### config.mk
export PLATFORM = sky130hd
export DESIGN_NAME = i2s_transmitter
export DESIGN_NICKNAME = d
export VERILOG_FILES = /design/src/rtl/i2s_transmitter.sv
export SDC_FILE = /design/constraint.sdc
export NUM_CORES = 1
export LEC_CHECK = 0
export CELL_PAD_IN_SITES_DETAIL_PLACEMENT = 0
export CELL_PAD_IN_SITES_GLOBAL_PLACEMENT = 2
export CORE_ASPECT_RATIO = 0.75
export CORE_MARGIN = 2
export CORE_UTILIZATION = 38
export CTS_BUF_LIST = sky130_fd_sc_hd__clkbuf_8
export DETAILED_ROUTE_END_ITERATION = 10
export PLACE_DENSITY = 0.82
export SLEW_MARGIN = 30
export SYNTH_ARGS = -nofsm -noshare
export SYNTH_HDL_FRONTEND = slang
export SYNTH_SLANG_ARGS = --single-unit
### constraint.sdc
create_clock -name clk -period 3.6 [get_ports clk]
set_input_delay 0.72 -clock clk [delete_from_list [all_inputs] [get_ports clk]]
set_output_delay 0.72 -clock clk [all_outputs]
set_load 0.01 [all_outputs]
### src/rtl/i2s_transmitter.sv
// ============================================================================
// i2s_transmitter
// ----------------------------------------------------------------------------
// I2S master transmitter at the output end of the audio path. Derives the bit
// clock (o_bclk) and word select (o_lrclk) from clk. It accepts one stereo
// frame {left,right} per frame period through a valid/ready handshake into a
// one-deep holding register. The frame is serialised MSB-first in standard
// I2S format, with data delayed one bit clock after each o_lrclk edge.
//
// Parameters
//   CLK_DIV       clk cycles per o_bclk half-period (>= 1)
//   SAMPLE_WIDTH  bits per channel slot; one frame = 2*SAMPLE_WIDTH bclk periods
//
// Ports
//   clk              system clock (single domain)
//   rst              asynchronous, active-high reset
//   i_left/i_right   two's-complement samples for the next frame
//   i_valid          frame offered
//   o_ready          holding register empty; transfer on i_valid && o_ready
//   o_bclk           bit clock, period 2*CLK_DIV clk
//   o_lrclk          word select: 0 = left slot, 1 = right slot
//   o_sdata          serial data; changes only on the o_bclk falling edge
//   o_frameStart     one-clk pulse on the clk where bit period 0 begins
//   o_underrunCount  (only with I2S_UNDERRUN_CNT_EN) saturating count of
//                    frame loads that found the holding register empty
//
// Optional feature macro: I2S_UNDERRUN_CNT_EN
//   Defined   -> adds o_underrunCount.
//   Undefined -> no counter; underruns silently replay the last frame.
// ============================================================================
module i2s_transmitter #(
    parameter int CLK_DIV      = 4,
    parameter int SAMPLE_WIDTH = 16
) (
    input  logic                    clk,
    input  logic                    rst,
    input  logic [SAMPLE_WIDTH-1:0] i_left,
    input  logic [SAMPLE_WIDTH-1:0] i_right,
    input  logic                    i_valid,
    output logic                    o_ready,
    output logic                    o_bclk,
    output logic                    o_lrclk,
    output logic                    o_sdata,
`ifdef I2S_UNDERRUN_CNT_EN
    output logic                    o_frameStart,
    output logic [15:0]             o_underrunCount
`else
    output logic                    o_frameStart
`endif
);

    localparam int W      = SAMPLE_WIDTH;
    localparam int FW     = 2 * SAMPLE_WIDTH;
    localparam int IDX_W  = $clog2(FW);
    localparam int DIV_W  = (CLK_DIV > 1) ? $clog2(CLK_DIV) : 1;

    localparam logic [IDX_W-1:0] LAST_IDX = IDX_W'(FW - 1);
    localparam logic [IDX_W-1:0] HALF_IDX = IDX_W'(W);
    localparam logic [DIV_W-1:0] DIV_TC   = DIV_W'(CLK_DIV - 1);

    // ------------------------------------------------------------------------
    // State
    // ------------------------------------------------------------------------
    logic [DIV_W-1:0] divCntReg;
    logic             bclkReg;
    logic [IDX_W-1:0] bitIdxReg;
    logic             lrclkReg;
    logic             sdataReg;
    logic             frameStartReg;
    logic             readyReg;       // 1 = holding register empty
    logic [FW-1:0]    holdReg;        // {left,right} waiting for the next frame
    logic [FW-1:0]    shiftReg;       // frame on the wire, MSB leaves first
    logic [FW-1:0]    lastFrameReg;   // replayed when the source underruns

    // ------------------------------------------------------------------------
    // Timing decode
    // ------------------------------------------------------------------------
    logic             divTerm;
    logic             bclkFall;
    logic             frameLoad;
    logic             accept;
    logic [IDX_W-1:0] bitIdxNext;

    always_comb begin
        divTerm    = (divCntReg == DIV_TC);
        // The divider toggles bclk at terminal count; toggling while high
        // is the falling edge, where every serial output advances.
        bclkFall   = divTerm && bclkReg;
        bitIdxNext = (bitIdxReg == LAST_IDX) ? '0 : bitIdxReg + IDX_W'(1);
        // Wrapping back to period 0 is the frame boundary.
        frameLoad  = bclkFall && (bitIdxReg == LAST_IDX);
        accept     = i_valid && readyReg;
    end

    // ------------------------------------------------------------------------
    // Bit clock, word select, serialiser and holding register
    // ------------------------------------------------------------------------
    always_ff @(posedge clk or posedge rst) begin
        if (rst) begin
            divCntReg     <= '0;
            bclkReg       <= 1'b0;
            bitIdxReg     <= LAST_IDX;
            lrclkReg      <= 1'b1;
            sdataReg      <= 1'b0;
            frameStartReg <= 1'b0;
            readyReg      <= 1'b1;
            holdReg       <= '0;
            shiftReg      <= '0;
            lastFrameReg  <= '0;
        end else begin
            frameStartReg <= frameLoad;

            if (divTerm) begin
                divCntReg <= '0;
                bclkReg   <= ~bclkReg;
            end else begin
                divCntReg <= divCntReg + DIV_W'(1);
            end

            if (bclkFall) begin
                bitIdxReg <= bitIdxNext;
                lrclkReg  <= (bitIdxNext >= HALF_IDX);
                // The shifter's MSB always holds the bit owed to the period
                // being entered. On entering period 0 that is still the old
                // frame's right[0], which gives the one-bclk I2S data delay
                // for free before the new frame is loaded.
                sdataReg  <= shiftReg[FW-1];
                if (frameLoad) begin
                    if (!readyReg) begin
                        shiftReg     <= holdReg;
                        lastFrameReg <= holdReg;
                    end else begin
                        shiftReg     <= lastFrameReg;
                    end
                end else begin
                    shiftReg <= {shiftReg[FW-2:0], 1'b0};
                end
            end

            // A load only drains a holding register that was already full
            // before this clk. A frame accepted on the load clk itself waits
            // for the following frame, so the load branch must not bypass it.
            if (frameLoad && !readyReg) begin
                readyReg <= 1'b1;
            end else if (accept) begin
                holdReg  <= {i_left, i_right};
                readyReg <= 1'b0;
            end
        end
    end

    assign o_bclk       = bclkReg;
    assign o_lrclk      = lrclkReg;
    assign o_sdata      = sdataReg;
    assign o_ready      = readyReg;
    assign o_frameStart = frameStartReg;

`ifdef I2S_UNDERRUN_CNT_EN
    // ------------------------------------------------------------------------
    // Underrun counter: a load that finds the holding register empty
    // replays the last frame and is counted here, saturating at all-ones.
    // ------------------------------------------------------------------------
    logic [15:0] underrunCountReg;

    always_ff @(posedge clk or posedge rst) begin
        if (rst) begin
            underrunCountReg <= '0;
        end else if (frameLoad && readyReg && (underrunCountReg != 16'hFFFF)) begin
            underrunCountReg <= underrunCountReg + 16'd1;
        end
    end

    assign o_underrunCount = underrunCountReg;
`endif

endmodule
# ---- After elaboration in Yosys (flattened, before gate mapping)
# Cells that the tools add are included.
dict set report op_classes {
  add_sub_neg 2
  mul 0
  div 0
  n_lt_le_gt_ge 1
  n_eq_ne 2
  shift 0
  n_mux 6
  bitwise 2
  reduce_logical 8
}
# cell n
set ops {}
lappend ops {{two-way mux 32 bit} 2}
lappend ops {{adder 5 x 1 -> 5 bit (second input constant)} 1}
lappend ops {{equality test 5 bit (second input constant)} 1}
lappend ops {{greater-or-equal comparator 5 bit (second input constant)} 1}
lappend ops {{two-way mux 5 bit} 1}
lappend ops {{logical AND 1 bit} 4}
lappend ops {{AND reduction 2 bit} 2}
lappend ops {{adder 2 x 1 -> 2 bit (second input constant)} 1}
lappend ops {{equality test 2 bit (second input constant)} 1}
lappend ops {{two-way mux 1 bit} 2}
lappend ops {{two-way mux 2 bit} 1}
lappend ops {{NOT 1 bit} 2}
lappend ops {{nonzero test 2 bit} 1}
lappend ops {{zero test 1 bit} 1}
dict set report word_totals {
  register_bits 108
  latch_bits 0
  ram_bits 0
  romBits 0
  in_bits 35
  out_inout_bits 5
  wordCells 31
  n_memories 0
}

# ---- Logic depth before layout (Yosys ltp)
dict set report logic_depth {
  word_depth 6
  ltp_mapped 8
  ltp_nobuf 6
}

# ---- Worst setup path before layout
# No wires, ideal clock.
dict set report synth_path {
  kind {reg-to-reg}
  start {register bitIdxReg[0]}
  end {register lastFrameReg[0]}
  setup_time_ps 125
  arrival_time_ps 1716
  setup_slack_ps 1759
  path_stages_with_launch 7
  path_cell_list {dfstp_2 -> ha_1 -> and3_1 -> ha_1 -> nand4b_4 -> buf_6 -> mux2_4}
}
dict set report synth_via {
  elab_chain_cells 3
}
# element line_no
set synth_rtl {}
lappend synth_rtl {{from (decl)} 66} ;# logic [IDX_W-1:0] bitIdxReg;
lappend synth_rtl {{from (signal assigned)} 121} ;# bitIdxReg <= bitIdxNext;
lappend synth_rtl {{equality test 5 bit} 91} ;# frameLoad = bclkFall && (bitIdxReg == LAST_IDX);
lappend synth_rtl {{logical AND 1 bit} 91}
lappend synth_rtl {{AND reduction 2 bit (no source line)} n/a}
lappend synth_rtl {{to (signal assigned)} 131} ;# lastFrameReg <= holdReg;
lappend synth_rtl {{to (decl)} 73} ;# logic [FW-1:0] lastFrameReg;
# Every way passes these cells.
# A chain may end at the register's enable or synchronous reset.

# ---- Worst setup path after layout
dict set report layout_path {
  start {register readyReg, in the netlist o_ready}
  end {output port o_ready}
}
# element line_no
set layout_rtl {}
lappend layout_rtl {{from (decl)} 70} ;# logic readyReg;
lappend layout_rtl {{from (signal assigned)} 106} ;# readyReg <= 1'b1;
lappend layout_rtl {{from (signal assigned)} 144} ;# readyReg <= 1'b1;
lappend layout_rtl {{from (signal assigned)} 147} ;# readyReg <= 1'b0;
lappend layout_rtl {{to (decl)} 40} ;# output logic o_ready,
# No word-level cell between the ends.

==> summary.txt <==
Status: finished, final reports clean
Via Count: 2754
Setup TNS: 0 ps
Clock buffer count from CTS: 9
Final RePlAce weighted congestion: 0.7054
Diode count: 0
DR DRC count: 0
Starting Density: 0.3892
Hold_buf cts: 0
RSZ-0062 raised after global routing: false
Max_cap viols: 0
Min Clock Period, post-route: 2517 ps
Drt pass-1 iters: 4
Core Area: 12310 um2
Netlist Area Pre-Place: 4790 um2
Worst Skew: 13.05 ps
Worst-path cell chain: clkdlybuf4s50_1
Post-synthesis register bit count: 107
Top_reg_cell synth: dfrtp_1
Nets: 416
Worst Path Max Fanout: 13
Clk buf depth: 2
Die width: 133.6 um
Worst path arrival time: 1800 ps
1st-iter DRT viols: 129
Area Growth Syn to Fin: 15.65%
Largest net degree at the start of global routing: 67
Max_slew headroom: 0.4206
I/O Buffers: 39
Buffers inserted by post-CTS timing repair: 0
Hold WS: 433.5 ps
Leakage: 2.805 nW
Share of cells above drive strength 1: 0.2611
Die ar.: 13530 um2
ANT nets after route: 0
Worst stage delay on the critical path: 810 ps
Detailed Place HPWL: 4.990 mm
Yosys cell types: 27
Initial antenna violation count: 0
Most frequent cells in the layout: 101 x dfrtp_1, 39 x clkdlybuf4s50_1, 38 x mux2_2
Classification of the worst setup path: reg -> out
H-tree depth reported by CTS: 3
Routed len/inst: 15.21 um
Gr usage total: 0.1354
Syn Nets: 385
GRT overflow: 0
Peak supply drop: 0.2432 mV
Final Util: 0.4501
Setup crit end kind: primary output
Tcrit/Tclk final: 0.6992
WP buf/inv: 1
Commonest non-fill, non-tap cell in the layout: dfrtp_1
Placed cells: 533
Critical-path top delay cell: dfstp_2
Total Routed Length: 8.352 mm
Placed instance area: 5274 um2
Via density: 5.016
Critical Path RT: 2880 ps
Max Clock Freq: 397.3 MHz
Post-synthesis sequential area ratio: 0.5606
Die Span Y: 101.2 um
Post-Layout Inst Area: 5539 um2
FP Rows: 35
Final Non-Filler Cells: 549
Min-Delay Path Class: reg -> reg
Avg Inst Size Synth: 13.80 um2
Cts repair resizes: 0
I/O pins: 40
Global-route wire length before repair: 14.46 mm
CP top delay family: flip-flops
Slew @ Worst Pin: 867.8 ps
Clock-pin slew on the worst setup and hold paths: 100 ps
CTS tree: built
Pwr dens: 393.3 nW/um2
Vias in the first global route: 2875
Endpoints failing setup: 0
Post-Synthesis Cells: 347
CP startpoint kind: flop
Root Buffer: clkbuf_8
Pins Over Slew Limit: 0
Async set or reset register ratio after synthesis: 1.000
FF-to-FF setup slack: 1090 ps
YS warnings: 0
Clock sinks: 107
Post-synth EDFFs: 0
Fin. Hold Viols: 0
Worst-Skew Late Latency: 360 ps
[flip-flops by register name (all words and copies together), names as in the netlist]
register,count
o_ready,1
o_bclk,1
lastFrameReg,32
bitIdxReg,5
o_frameStart,1
holdReg,32
o_sdata,1
divCntReg,2
shiftReg,32
[layer usage]
metal  vias up  share of wire  wire, um  global-route usage
met5         -              0         0                   0
met4         0         0.0081        68             0.03437
met3         7          0.036       298             0.03854
met2        44           0.45      3772              0.2185
met1      1399           0.50      4212              0.1822
li1       1304              -         -                   -
[cell usage after synthesis, types with 2 or more instances]
| library cell | n | area [um2] |
|---|---|---|
| dfrtp_1 | 101 | 2527 |
| mux2_2 | 38 | 427.9 |
| nor2_1 | 33 | 123.9 |
| a211oi_1 | 31 | 232.7 |
| a21o_1 | 31 | 232.7 |
| mux2i_1 | 31 | 310.3 |
| mux2_4 | 30 | 450.4 |
| buf_2 | 8 | 40.04 |
| clkbuf_1 | 7 | 26.28 |
| buf_6 | 6 | 67.56 |
| dfstp_2 | 6 | 157.7 |
| o21ai_0 | 4 | 20.02 |
| buf_4 | 3 | 22.52 |
| ha_1 | 3 | 37.54 |
| and3_1 | 2 | 12.51 |
| nand2_2 | 2 | 12.51 |
[cell type report]
cell class	instances	area, um2
multi-input combinational	215	1952
timing repair buffer	44	427.9
clock inverter	4	95.09
tap	166	207.7
fill	1130	6766
sequential	107	2685
inverter	1	6.256
clock buffer	12	165.2
[worst paths after layout]
check,startpoint,end,depth (start not counted)
max in group asynchronous,rst,o_ready$_DFFE_PP1P_,3
worst max register to register,bitIdxReg[0]$_DFFE_PP1P_,lastFrameReg[5]$_DFFE_PP0P_,5
worst min register to register,divCntReg[0]$_DFF_PP0_,divCntReg[0]$_DFF_PP0_,1
worst min-delay path,divCntReg[0]$_DFF_PP0_,divCntReg[0]$_DFF_PP0_,1
min in group asynchronous,rst,holdReg[30]$_DFFE_PP0P_,2
worst max-delay path,o_ready$_DFFE_PP1P_,o_ready,1
[per-stage QoR]
step                power (mW)  setup WS (ps)
global placement         1.289           1119
finish                   2.178           1083
CTS                      2.209           1057
global route             2.268          938.4
detailed placement       1.289           1066
floorplan                1.243          72.68
[power breakdown]
part | switching (mW) | internal (mW)
clock | 0.397 | 0.518
combinational | 0.0280 | 0.0337
sequential | 0 | 1.20
total | 0.425 | 1.75
[cell families (layout without fill, tap and decap cells)]
family | Yosys count | count (layout) | share of synthesized area
DFF | 107 | 107 | 0.5606
adders and majority gates | 3 | 3 | 0.007838
buffers and inverters | 25 | 61 | 0.03344
and+or+nand+nor | 42 | 42 | 0.04049
muxes | 99 | 99 | 0.2482
xor gates and xnor gates | 1 | 1 | 0.001829
AOI/OAI and AO/OA | 70 | 70 | 0.1076
(Power assumes the default switching activity.)
